File: src/rtl/rom_loader_pkg.sv
// Shared types and constants for the riscv_core ROM program loader.
// Loader state encodings and word-packing geometry.
package rom_loader_pkg;

  localparam int ROM_WORD_W     = 32;
  localparam int BYTES_PER_WORD = 4;
  localparam int BYTE_IDX_W     = $clog2(BYTES_PER_WORD);

  typedef enum logic [1:0] {
    ST_IDLE  = 2'd0,
    ST_RECV  = 2'd1,
    ST_WRITE = 2'd2,
    ST_CHECK = 2'd3
  } load_state_e;

endpackage

File: src/rtl/rom_loader_pack.sv
// Byte-to-word packer: places little-endian stream bytes into a 32-bit word.
// word_full flags the accept that completes the word; the index then wraps to 0.
module rom_loader_pack
  import rom_loader_pkg::*;
(
  input  logic                  clk,
  input  logic                  rstn,
  input  logic                  clear,
  input  logic                  accept,
  input  logic [7:0]            data,
  output logic                  word_full,
  output logic [ROM_WORD_W-1:0] word
);

  logic [BYTE_IDX_W-1:0] idx;

  assign word_full = accept && (idx == BYTE_IDX_W'(BYTES_PER_WORD - 1));

  // NOTE: sequential state uses non-blocking assignments so every register
  // samples the pre-edge values, independent of process ordering.
  always_ff @(posedge clk or negedge rstn) begin
    if (!rstn) begin
      idx  <= '0;
      word <= '0;
    end else if (clear) begin
      idx <= '0;
    end else if (accept) begin
      word[{idx, 3'b000} +: 8] <= data;
      idx                      <= idx + BYTE_IDX_W'(1);
    end
  end

endmodule

File: src/rtl/rom_loader.sv
// ROM program loader: streams bytes into ROM words and holds the core in reset
// until the image is loaded. Define ROM_LOADER_CHECKSUM_EN to require a trailer checksum byte.
module rom_loader
  import rom_loader_pkg::*;
#(
  parameter int ROM_AW = 12
) (
  input  logic                  clk,
  input  logic                  rstn,
  input  logic                  load_start_i,
  input  logic [ROM_AW:0]       load_len_i,
  input  logic                  byte_vld_i,
  input  logic [7:0]            byte_i,
  output logic                  byte_rdy_o,
  output logic                  rom_we_o,
  output logic [ROM_AW-1:0]     rom_waddr_o,
  output logic [ROM_WORD_W-1:0] rom_wdata_o,
  output logic                  core_rstn_o,
  output logic                  busy_o,
  output logic                  done_o,
  output logic                  err_o
);

  localparam logic [ROM_AW:0] DEPTH = (ROM_AW + 1)'(1) << ROM_AW;

  load_state_e       state, state_n;
  logic [ROM_AW:0]   word_cnt, word_cnt_n, cnt_inc, len_q, len_n;
  logic [ROM_AW-1:0] waddr_n;
  logic              rdy_n, we_n, crst_n, done_n, err_n;
  logic              accept, pack_accept, pack_clear, word_full;

  assign accept      = byte_vld_i && byte_rdy_o;
  assign pack_accept = accept && (state == ST_RECV);
  assign cnt_inc     = word_cnt + (ROM_AW + 1)'(1);

  rom_loader_pack u_pack (
    .clk       (clk),
    .rstn      (rstn),
    .clear     (pack_clear),
    .accept    (pack_accept),
    .data      (byte_i),
    .word_full (word_full),
    .word      (rom_wdata_o)
  );

`ifdef ROM_LOADER_CHECKSUM_EN
  logic [7:0] sum_q, trailer_sum;

  assign trailer_sum = sum_q + byte_i;

  always_ff @(posedge clk or negedge rstn) begin
    if (!rstn)             sum_q <= '0;
    else if (pack_clear)   sum_q <= '0;
    else if (pack_accept)  sum_q <= sum_q + byte_i;
  end
`endif

  // NOTE: every always_comb output gets a default first so no path infers a latch.
  always_comb begin
    state_n    = state;
    word_cnt_n = word_cnt;
    len_n      = len_q;
    waddr_n    = rom_waddr_o;
    rdy_n      = 1'b0;
    we_n       = 1'b0;
    crst_n     = core_rstn_o;
    done_n     = done_o;
    err_n      = err_o;
    pack_clear = 1'b0;

    case (state)
      ST_IDLE: begin
        if (load_start_i) begin
          done_n     = 1'b0;
          err_n      = 1'b0;
          crst_n     = 1'b0;
          word_cnt_n = '0;
          len_n      = load_len_i;
          pack_clear = 1'b1;
          if (load_len_i == '0) begin
            done_n = 1'b1;
            crst_n = 1'b1;
          end else if (load_len_i > DEPTH) begin
            err_n = 1'b1;
          end else begin
            state_n = ST_RECV;
            rdy_n   = 1'b1;
          end
        end
      end

      ST_RECV: begin
        rdy_n = 1'b1;
        if (pack_accept && word_full) begin
          state_n = ST_WRITE;
          rdy_n   = 1'b0;
          we_n    = 1'b1;
          waddr_n = word_cnt[ROM_AW-1:0];
        end
      end

      ST_WRITE: begin
        word_cnt_n = cnt_inc;
        if (cnt_inc == len_q) begin
`ifdef ROM_LOADER_CHECKSUM_EN
          state_n = ST_CHECK;
          rdy_n   = 1'b1;
`else
          state_n = ST_IDLE;
          done_n  = 1'b1;
          crst_n  = 1'b1;
`endif
        end else begin
          state_n = ST_RECV;
          rdy_n   = 1'b1;
        end
      end

`ifdef ROM_LOADER_CHECKSUM_EN
      ST_CHECK: begin
        rdy_n = 1'b1;
        if (accept) begin
          rdy_n   = 1'b0;
          state_n = ST_IDLE;
          if (trailer_sum == 8'd0) begin
            done_n = 1'b1;
            crst_n = 1'b1;
          end else begin
            err_n = 1'b1;
          end
        end
      end
`endif

      default: state_n = ST_IDLE;
    endcase
  end

  always_ff @(posedge clk or negedge rstn) begin
    if (!rstn) begin
      state       <= ST_IDLE;
      word_cnt    <= '0;
      len_q       <= '0;
      byte_rdy_o  <= 1'b0;
      rom_we_o    <= 1'b0;
      rom_waddr_o <= '0;
      core_rstn_o <= 1'b0;
      busy_o      <= 1'b0;
      done_o      <= 1'b0;
      err_o       <= 1'b0;
    end else begin
      state       <= state_n;
      word_cnt    <= word_cnt_n;
      len_q       <= len_n;
      byte_rdy_o  <= rdy_n;
      rom_we_o    <= we_n;
      rom_waddr_o <= waddr_n;
      core_rstn_o <= crst_n;
      busy_o      <= (state_n != ST_IDLE);
      done_o      <= done_n;
      err_o       <= err_n;
    end
  end

endmodule

File: config.mk
export PLATFORM = sky130hd
export DESIGN_NAME = rom_loader
export DESIGN_NICKNAME = d
export VERILOG_FILES = /design/src/rtl/rom_loader_pkg.sv /design/src/rtl/rom_loader_pack.sv /design/src/rtl/rom_loader.sv
export SDC_FILE = /design/constraint.sdc
export NUM_CORES = 1
export LEC_CHECK = 0
export ABC_AREA = 0
export CORE_MARGIN = 1.5
export CORE_UTILIZATION = 45
export CTS_CLUSTER_DIAMETER = 100
export CTS_CLUSTER_SIZE = 14
export DETAILED_ROUTE_END_ITERATION = 16
export DONT_BUFFER_PORTS = 1
export PLACE_DENSITY_LB_ADDON = 0.2
export SYNTH_ARGS = -nofsm -noshare
export SYNTH_HDL_FRONTEND = slang
export SYNTH_HIERARCHICAL = 1
export SYNTH_SLANG_ARGS = --single-unit
File: constraint.sdc
create_clock -name clk -period 2.9 [get_ports clk]
set_input_delay 0.29 -clock clk [delete_from_list [all_inputs] [get_ports clk]]
set_output_delay 0.29 -clock clk [all_outputs]
set_load 0.05 [all_outputs]
==> impl_metrics.env, run 1 <==
export IMPL_grt_ovfl_total=0
export IMPL_slew_headroom_pct=53.94
export IMPL_drtIter0Drc=160
export IMPL_syn_area_um2=4080
export IMPL_timing_fmax_mhz=412.9
export IMPL_dp_hpwl_um=6413
export IMPL_die_area_um2=9647
export IMPL_start_util_pct=46.56
export IMPL_ys_types=60
export IMPL_synth_commonest_cells="dfrtp_1, nand2_1, inv_1, o21ai_0, clkbuf_1"
export IMPL_port_buffers=0
export IMPL_synth_edf_count=0
export IMPL_seq_area_um2=1977
export IMPL_coreArea_um2=8763
export IMPL_rsz0062_at_grt="no"
export IMPL_routed_wl_um=9317
export IMPL_tightest_slew_ns=0.6895
export IMPL_synth_seq_cells=79
export IMPL_syn_inst=405
export IMPL_crit_buf_inv=0
export IMPL_die_w_um=98.22
export IMPL_finalSetupViolCount=0
export IMPL_multi_input_area_um2=1813
export IMPL_end_kind="flop"
export IMPL_critical_path_arrival_ns=2.62
export IMPL_nFillCells=823
export IMPL_pwr_density_cell_nw_per_um2=1118
export IMPL_synth_top_area_cell="dfrtp_1"
export IMPL_async_flop_share_pct=100.0
export IMPL_critical_path_max_fanout=8
export IMPL_finalHoldViolations=0
export IMPL_worst_ep_required_time_ns=3.10
export IMPL_io_pins=75
export IMPL_fin_crit_sh_pct=83.52
export IMPL_cts_resized=0
export IMPL_critPathSlowestCell="dfrtp_1"
export IMPL_drt_pass1_iter_count=4
export IMPL_synth_area_leaders="dfrtp_1, nand2_1, o32ai_2, mux2_2, inv_1"
export IMPL_rows=34
export IMPL_period_minus_slack_ns=2.422
export IMPL_track_usage_pct=20.22
export IMPL_antenna_found_initial=0
export IMPL_fin_total_pwr_uw=4853
export IMPL_synth_most_common_cell="dfrtp_1"
export IMPL_via_per_inst=5.774
export IMPL_setup_tns_final_ns=0
export IMPL_avgRoutedWirePerCell_um=18.49
export IMPL_hold_path_class="in -> reg"
export IMPL_fin_hold_ws_ns=0.07871
export IMPL_tritoncts="yes"
export IMPL_cp_start_kind="flop"
export IMPL_cts_sinks=79
export IMPL_post_cts_buffers=0
export IMPL_cts_buffers=9
export IMPL_cts_max_path_buffers=2
export IMPL_cp_slowest_stage_delay_ns=0.47
export IMPL_clkTransAtPathRegs_ns=0.09
export IMPL_drive_gt1_share_pct=14.14
export IMPL_dp_slack_ns=0.4889
export IMPL_grt_max_degree=80
export IMPL_grt_pass1_vias=2862
export IMPL_cp_top_family="compound AO/OA/AOI/OAI gates"
export IMPL_clock_latency_ns=0.35
export IMPL_grt_pass1_wl_um=15560
export IMPL_die_h_um=98.22
export IMPL_avgSynthCellArea_um2=10.07
export IMPL_yosysWarnings=6
export IMPL_drc=0
export IMPL_fin_ws_ns=0.4779
export IMPL_status="finished, final reports clean"
export IMPL_nets=422
export IMPL_antenna_left=0
export IMPL_path_cells="ha_1 -> nand2_1 -> nor4_1 -> xnor2_1 -> o2111ai_1 -> o41ai_1 -> o21ai_0"
export IMPL_postLayoutCoreUtil_pct=49.54
export IMPL_diodes=0
export IMPL_netlist_area_leader_share_pct=48.45
export IMPL_area_growth_pct=6.409
export IMPL_finClkSkew_ns=0.01249
export IMPL_cts_root_buf="clkbuf_8"
export IMPL_p_leak_uw=0.001870
export IMPL_slew_violations=0
export IMPL_cts_htree_levels=3
export IMPL_ys_seq_area_share_pct=48.45
export IMPL_dr_total_vias=2910
export IMPL_place_congestion=0.8134
export IMPL_critical_path_class="reg -> reg"
export IMPL_peakVddDrop_v=0.0005810
export IMPL_synth_nets=436
export IMPL_max_cap_violations=0
export IMPL_synth_ff_type="dfrtp_1"
-- path summary, 6_finish.rpt --
kind / startpoint / end / slack [ns] / depth (start not counted)
hold / removal: byte_i[4] / u_pack/word[4] / 0.08 / 2
min in group asynchronous: rstn / u_pack/word[27] / 0.52 / 2
setup / recovery: word_cnt[0] / busy_o / 0.48 / 7
hold reg to reg: word_cnt[12] / word_cnt[12] / 0.51 / 1
setup reg to reg: word_cnt[0] / busy_o / 0.48 / 7
max in group asynchronous: rstn / err_o / 2.07 / 2
-- power by group --
part	switching, uW	internal (uW)
clock network	427	491
logic	752	519
registers	1210	1460
total	2390	2470
-- worst reg2reg max path: stages, from the launching register on --
cell and delay, ns:
dfrtp_1 0.47, ha_1 0.35, nand2_1 0.11, nor4_1 0.44
xnor2_1 0.18, o2111ai_1 0.16, o41ai_1 0.40, o21ai_0 0.16
-- sequential cells by signal (all words and copies together), names as in the netlist --
name         count
word_cnt        13
state            2
u_pack/word     32
rom_waddr_o     12
len_q           13
err_o            1
u_pack/idx       2
done_o           1
byte_rdy_o       1
rom_we_o         1
busy_o           1
-- layer usage --
metal	global-route usage [%]	wire, um
met5	0	0
met4	4.550	90
met3	5.583	737
met2	27.80	3904
met1	31.56	4585
-- cell type report --
| type | count | area share [%] |
|---|---|---|
| Clock buffer | 10 | 2.939 |
| Clock inverter | 6 | 2.161 |
| Inverter | 32 | 2.767 |
| Multi-Input combinational cell | 262 | 41.76 |
| Sequential cell | 79 | 45.53 |
| Tap cell | 108 | 3.112 |
| Timing Repair Buffer | 7 | 1.729 |
-- kinds of logic after synthesis --
kind of cell	Yosys count	synth area share, %
flip-flops	79	48.45
buffers and inverters	64	7.114
AND/OR/NAND/NOR	145	18.12
XOR/XNOR	18	4.048
multiplexers	16	4.324
adder cells (fa/ha/maj)	6	1.840
AO/OA/AOI/OAI	77	16.10
-- through the flow --
step,instances,instance area [um2]
after CTS,504,4342
after floorplan,405,4080
after global placement,486,4083
final,504,4342
after detailed placement,486,4083
after global routing,504,4342
-- cells in the final DEF, fill, tap and decap left out, types with 2 or more instances in the layout --
master / instances
nand2_1: 73
nand2b_1: 5
bufinv_16: 2
mux2_2: 13
clkinv_4: 2
o21ai_0: 20
o32ai_2: 12
and3b_1: 3
o2bb2ai_1: 8
a21oi_1: 4
a31oi_1: 2
nor3_1: 2
o22ai_1: 2
nand4_1: 8
mux2i_1: 3
a22o_1: 2
nor4_1: 4
buf_4: 5
dfrtp_1: 79
o31ai_1: 3
clkbuf_8: 9
o32ai_1: 12
nand3_1: 10
nor2_1: 18
xnor2_1: 9
and3_2: 2
and2_1: 3
xor2_1: 8
inv_1: 32
ha_1: 6
nand3b_1: 2
-- repair_timing --
item                                    in CTS  in global routing
hold buffers                                 2                  0
endpoints found under the setup margin       0                  0
endpoints found under the hold margin       79                  0
Power figures use the tool's default switching activity.
==> inputs of run 2 (changes only) <==
==> constraint.sdc (replaced) <==
create_clock -name clk -period 2 [get_ports clk]
set_input_delay 0.2 -clock clk [delete_from_list [all_inputs] [get_ports clk]]
set_output_delay 0.2 -clock clk [all_outputs]
set_load 0.05 [all_outputs]
==> impl_metrics.env, run 2 (synthesized netlist as in run 1, its figures left out) <==
export IMPL_rsz0062_at_grt="yes"
export IMPL_nets=478
export IMPL_drt_pass1_iter_count=5
export IMPL_period_minus_slack_ns=2.018
export IMPL_diodes=0
export IMPL_violations="negative hold slack, negative setup slack"
export IMPL_finClkSkew_ns=0.01615
export IMPL_clock_latency_ns=0.35
export IMPL_finalHoldViolations=79
export IMPL_mostFrequentLayoutCell="nand2_1"
export IMPL_multi_input_area_um2=1883
export IMPL_cp_start_kind="flop"
export IMPL_rows=34
export IMPL_cts_sinks=79
export IMPL_port_buffers=0
export IMPL_antenna_left=0
export IMPL_die_h_um=98.22
export IMPL_slew_violations=0
export IMPL_drtIter0Drc=173
export IMPL_place_area_um2=4338
export IMPL_critical_path_arrival_ns=2.28
export IMPL_p_leak_uw=0.002133
export IMPL_hold_path_class="in -> async"
export IMPL_grt_pass1_wl_um=16330
export IMPL_tritoncts="yes"
export IMPL_fin_hold_ws_ns=-0.4729
export IMPL_postLayoutCoreUtil_pct=55.60
export IMPL_largest_register_ffs=32
export IMPL_via_per_inst=5.618
export IMPL_top_regs="u_pack/word (32), len_q (13), word_cnt (13)"
export IMPL_seqPwrFrac_pct=53.0
export IMPL_cts_buffers=9
export IMPL_tightest_slew_ns=0.5191
export IMPL_seq_area_um2=1986
export IMPL_nFillCells=781
export IMPL_status="finished with violations"
export IMPL_top_register="u_pack/word"
export IMPL_r2r_cells=7
export IMPL_fin_total_pwr_uw=7225
export IMPL_dp_hpwl_um=6800
export IMPL_hold_buffers=21
export IMPL_max_cap_violations=0
export IMPL_final_cell_mix="nand2_1, dfrtp_1, buf_4"
export IMPL_pwr_density_cell_nw_per_um2=1483
export IMPL_switchingPower_uw=3498
export IMPL_cts_root_buf="clkbuf_8"
export IMPL_fin_cells=560
export IMPL_avgRoutedWirePerCell_um=17.94
export IMPL_p_sw_share_pct=48.41
export IMPL_track_usage_pct=21.40
export IMPL_die_area_um2=9647
export IMPL_slew_headroom_pct=65.31
export IMPL_p_int_uw=3727
export IMPL_cts_htree_levels=3
export IMPL_r2r_end="done_o"
export IMPL_end_kind="flop"
export IMPL_coreArea_um2=8763
export IMPL_drive_gt1_share_pct=24.34
export IMPL_final_area_um2=4872
export IMPL_start_util_pct=46.56
export IMPL_io_pins=75
export IMPL_startpoint="word_cnt[0]"
export IMPL_fin_crit_sh_pct=100.9
export IMPL_timing_fmax_mhz=495.5
export IMPL_dpl_cell_count=518
export IMPL_critical_path_class="reg -> reg"
export IMPL_critical_path_max_fanout=4
export IMPL_place_congestion=0.8082
export IMPL_antenna_found_initial=0
export IMPL_grt_pass1_vias=3039
export IMPL_reg2reg_slack_ns=-0.02
export IMPL_dr_total_vias=3146
export IMPL_clkTransAtPathRegs_ns=0.09
export IMPL_fin_ws_ns=-0.01805
export IMPL_pwr_share_clk_pct=18.0
export IMPL_combPwrFrac_pct=29.0
export IMPL_worst_ep_required_time_ns=2.26
export IMPL_drc=0
export IMPL_area_growth_pct=19.41
export IMPL_grt_max_degree=80
export IMPL_crit_path_end="done_o"
export IMPL_routed_wl_um=10050
export IMPL_die_w_um=98.22
export IMPL_finalSetupViolCount=1
export IMPL_peakVddDrop_v=0.0007571
export IMPL_grt_ovfl_total=0
export IMPL_cts_max_path_buffers=2
export IMPL_setup_tns_final_ns=-0.01805
export IMPL_r2r_start="word_cnt[0]"
run 2: changes by cell type in the layout (fill, tap and decap cells not counted), sizes merged:
| cell | change |
|---|---|
| buf | +36 |
| clkinvlp | +1 |
| dlygate4sd3 | +20 |
| inv | -1 |
run 2: routing by layer:
layer | up-vias | share of wire (%) | GRT usage (%)
li1 | 1510 | - | -
met1 | 1530 | 50 | 32.26
met2 | 92 | 42 | 29.55
met3 | 14 | 6.5 | 5.512
met4 | 0 | 1.8 | 8.017
met5 | - | 0 | 0
run 2: through the flow:
step	hold WS, ns	setup slack (ns)
global route	-0.4923	-0.1350
global placement	-0.09297	0.008180
floorplan	-0.09559	0.003225
detailed placement	-0.09287	-0.03985
finish	-0.4729	-0.01805
CTS	-0.4768	0.002236
run 2: timing repair:
action / 4_1_cts / 5_1_grt
endpoints found under the hold margin: 102 / 79
setup endpoints to repair: 4 / 5
pin swaps: 7 / 3
gates resized for setup: 10 / 12
setup buffers: 4 / 1
run 2: how the worst min path moves through the flow:
stage	to	slack, ns	cells past startpoint
final	u_pack/word[7]	-0.47	0
after global routing	u_pack/word[6]	-0.49	0
after CTS	u_pack/word[7]	-0.48	0
after detailed placement	u_pack/word[7]	-0.09	0
after global placement	u_pack/word[1]	-0.09	0
after floorplan	busy_o	-0.1	0
run 2: layout make-up:
type	count	share of cell area [%]
Sequential cell	79	40.75
Multi-Input combinational cell	262	38.65
Timing Repair Buffer	63	10.94
Tap cell	108	2.774
Clock buffer	10	2.619
Inverter	32	2.517
Clock inverter	6	1.746
run 2: worst max-delay path, stage by stage (launching register included):
cell	delay, ns
dfrtp_1	0.42
buf_6	0.13
and3_4	0.22
nand3_2	0.12
and4bb_2	0.30
nor2_1	0.05
or4_1	0.51
a31oi_1	0.18
run 2: power by group through the flow:
stage	registers (uW)	clock network, uW	logic (uW)
6_report	3830	1300	2090
5_1_grt	3910	1400	2310
4_1_cts	3840	1330	2060
3_5_place_dp	3870	0	1990
3_3_place_gp	3860	0	1940
2_1_floorplan	3770	0	1610
==> inputs of run 3 (changes only) <==
==> constraint.sdc (replaced) <==
create_clock -name clk -period 1.7 [get_ports clk]
set_input_delay 0.17 -clock clk [delete_from_list [all_inputs] [get_ports clk]]
set_output_delay 0.17 -clock clk [all_outputs]
set_load 0.05 [all_outputs]
==> impl_metrics.env, run 3 (synthesized netlist as in run 1, its figures left out) <==
export IMPL_nFillCells=723
export IMPL_dr_total_vias=3309
export IMPL_fin_total_pwr_uw=9480
export IMPL_pwr_share_clk_pct=19.7
export IMPL_postLayoutCoreUtil_pct=61.91
export IMPL_final_cell_mix="dfrtp_1, nand2_1, buf_4"
export IMPL_routed_wl_um=10810
export IMPL_fin_crit_sh_pct=116.1
export IMPL_die_area_um2=9647
export IMPL_fin_ws_ns=-0.2744
export IMPL_place_congestion=0.8889
export IMPL_grt_max_degree=80
export IMPL_nets=507
export IMPL_die_w_um=98.22
export IMPL_cts_root_buf="clkbuf_8"
export IMPL_drt_pass1_iter_count=4
export IMPL_finalSetupViolCount=4
export IMPL_rsz0062_at_grt="yes"
export IMPL_cts_htree_levels=3
export IMPL_combPwrFrac_pct=32.7
export IMPL_setup_tns_final_ns=-1.073
export IMPL_violations="negative hold slack, negative setup slack"
export IMPL_drive_gt1_share_pct=35.14
export IMPL_diodes=0
export IMPL_rows=34
export IMPL_tightest_slew_ns=0.5382
export IMPL_max_cap_violations=0
export IMPL_seqPwrFrac_pct=47.6
export IMPL_fin_hold_ws_ns=-0.4953
export IMPL_peakVddDrop_v=0.0008797
export IMPL_largest_register_ffs=32
export IMPL_via_per_inst=5.618
export IMPL_critical_path_arrival_ns=2.25
export IMPL_p_int_uw=5082
export IMPL_switchingPower_uw=4397
export IMPL_antenna_found_initial=0
export IMPL_start_util_pct=46.56
export IMPL_top_register="u_pack/word"
export IMPL_cts_sinks=79
export IMPL_dp_slack_ns=-0.3397
export IMPL_hold_path_class="in -> async"
export IMPL_clkTransAtPathRegs_ns=0.08
export IMPL_slew_headroom_pct=64.04
export IMPL_grt_pass1_wl_um=17820
export IMPL_status="finished with violations"
export IMPL_antenna_left=0
export IMPL_period_minus_slack_ns=1.974
export IMPL_cp_start_kind="flop"
export IMPL_mostFrequentLayoutCell="dfrtp_1"
export IMPL_io_pins=75
export IMPL_finClkSkew_ns=0.008949
export IMPL_reg2reg_slack_ns=-0.27
export IMPL_pwr_density_cell_nw_per_um2=1747
export IMPL_coreArea_um2=8763
export IMPL_dp_hpwl_um=6916
export IMPL_drtIter0Drc=119
export IMPL_timing_fmax_mhz=506.5
export IMPL_drc=0
export IMPL_p_sw_share_pct=46.39
export IMPL_track_usage_pct=23.39
export IMPL_top_regs="u_pack/word (32), len_q (13), word_cnt (13)"
export IMPL_cts_max_path_buffers=2
export IMPL_grt_ovfl_total=0
export IMPL_avgRoutedWirePerCell_um=18.35
export IMPL_slew_violations=0
export IMPL_die_h_um=98.22
export IMPL_critical_path_class="reg -> reg"
export IMPL_clock_latency_ns=0.35
export IMPL_worst_ep_required_time_ns=1.98
export IMPL_port_buffers=0
export IMPL_finalHoldViolations=79
export IMPL_cts_buffers=9
export IMPL_grt_pass1_vias=3528
export IMPL_end_kind="flop"
export IMPL_tritoncts="yes"
export IMPL_critical_path_max_fanout=4
export IMPL_p_leak_uw=0.002380
export IMPL_area_growth_pct=32.97
==> run 3: cell count changes in the layout (fill, tap and decap cells not counted), moves of 3 or more <==
cell and change:
o32ai_1 -9, buf_4 +21, o2bb2ai_2 +4, o2bb2ai_1 -4, nand3_1 -3, buf_12 +3, o32ai_2 +9
==> run 3: path summary, 6_finish.rpt <==
check                             startpoint             end  depth (start not counted)
worst max-delay path             word_cnt[0]          done_o                          7
worst min-delay path                    rstn  u_pack/word[2]                          0
worst max register to register   word_cnt[0]          done_o                          7
worst min register to register      len_q[2]        len_q[2]                          1
max in group asynchronous               rstn     word_cnt[7]                          0
min in group clk                load_start_i      byte_rdy_o                          2
==> run 3: cell type report <==
cell class,instances,area (um2),share of cell area (%)
Sequential cell,79,1984,36.58
Clock inverter,7,142.6,2.629
Tap cell,108,135.1,2.491
Inverter,32,122.6,2.260
Clock buffer,9,123.9,2.283
Multi-Input combinational cell,264,2135,39.35
Timing Repair Buffer,90,782.0,14.41
==> run 3: layer usage <==
metal	up-vias	routed length (um)	track usage, %
met5	-	0	0
met4	0	235	8.667
met3	19	449	5.154
met2	91	5742	41.80
met1	1635	4384	27.49
li1	1564	-	-
==> run 3: what timing repair did <==
item                                    in CTS  in global routing
cloned                                       2                  0
endpoints found under the setup margin      26                 25
hold buffers                                22                  1
setup buffers                                9                  5
hold endpoints to repair                   125                 80
resized for setup                           22                 18
pin swaps                                   10                  9
==> run 3: critical path: stages (launching register included) <==
cell and delay (ns):
dfrtp_2 0.41, buf_4 0.12, and3_4 0.23, nand3_4 0.09
o311ai_2 0.28, nor2_2 0.09, or4_1 0.53, a31oi_1 0.17
==> run 3: power by group through the flow <==
stage	registers [uW]	clock network, uW	logic (uW)
floorplan	4450	0	2090
global placement	4540	0	2640
detailed placement	4560	0	2700
CTS	4520	1900	2960
global route	4600	1970	3390
finish	4510	1860	3100
==> run 3: per-stage QoR <==
stage,hold slack [ns],std cells,area (um2)
final,-0.4953,589,5425
after global routing,-0.5284,589,5425
after CTS,-0.5155,583,5293
after detailed placement,-0.1236,534,4622
after global placement,-0.1236,534,4622
after floorplan,-0.1256,405,4263
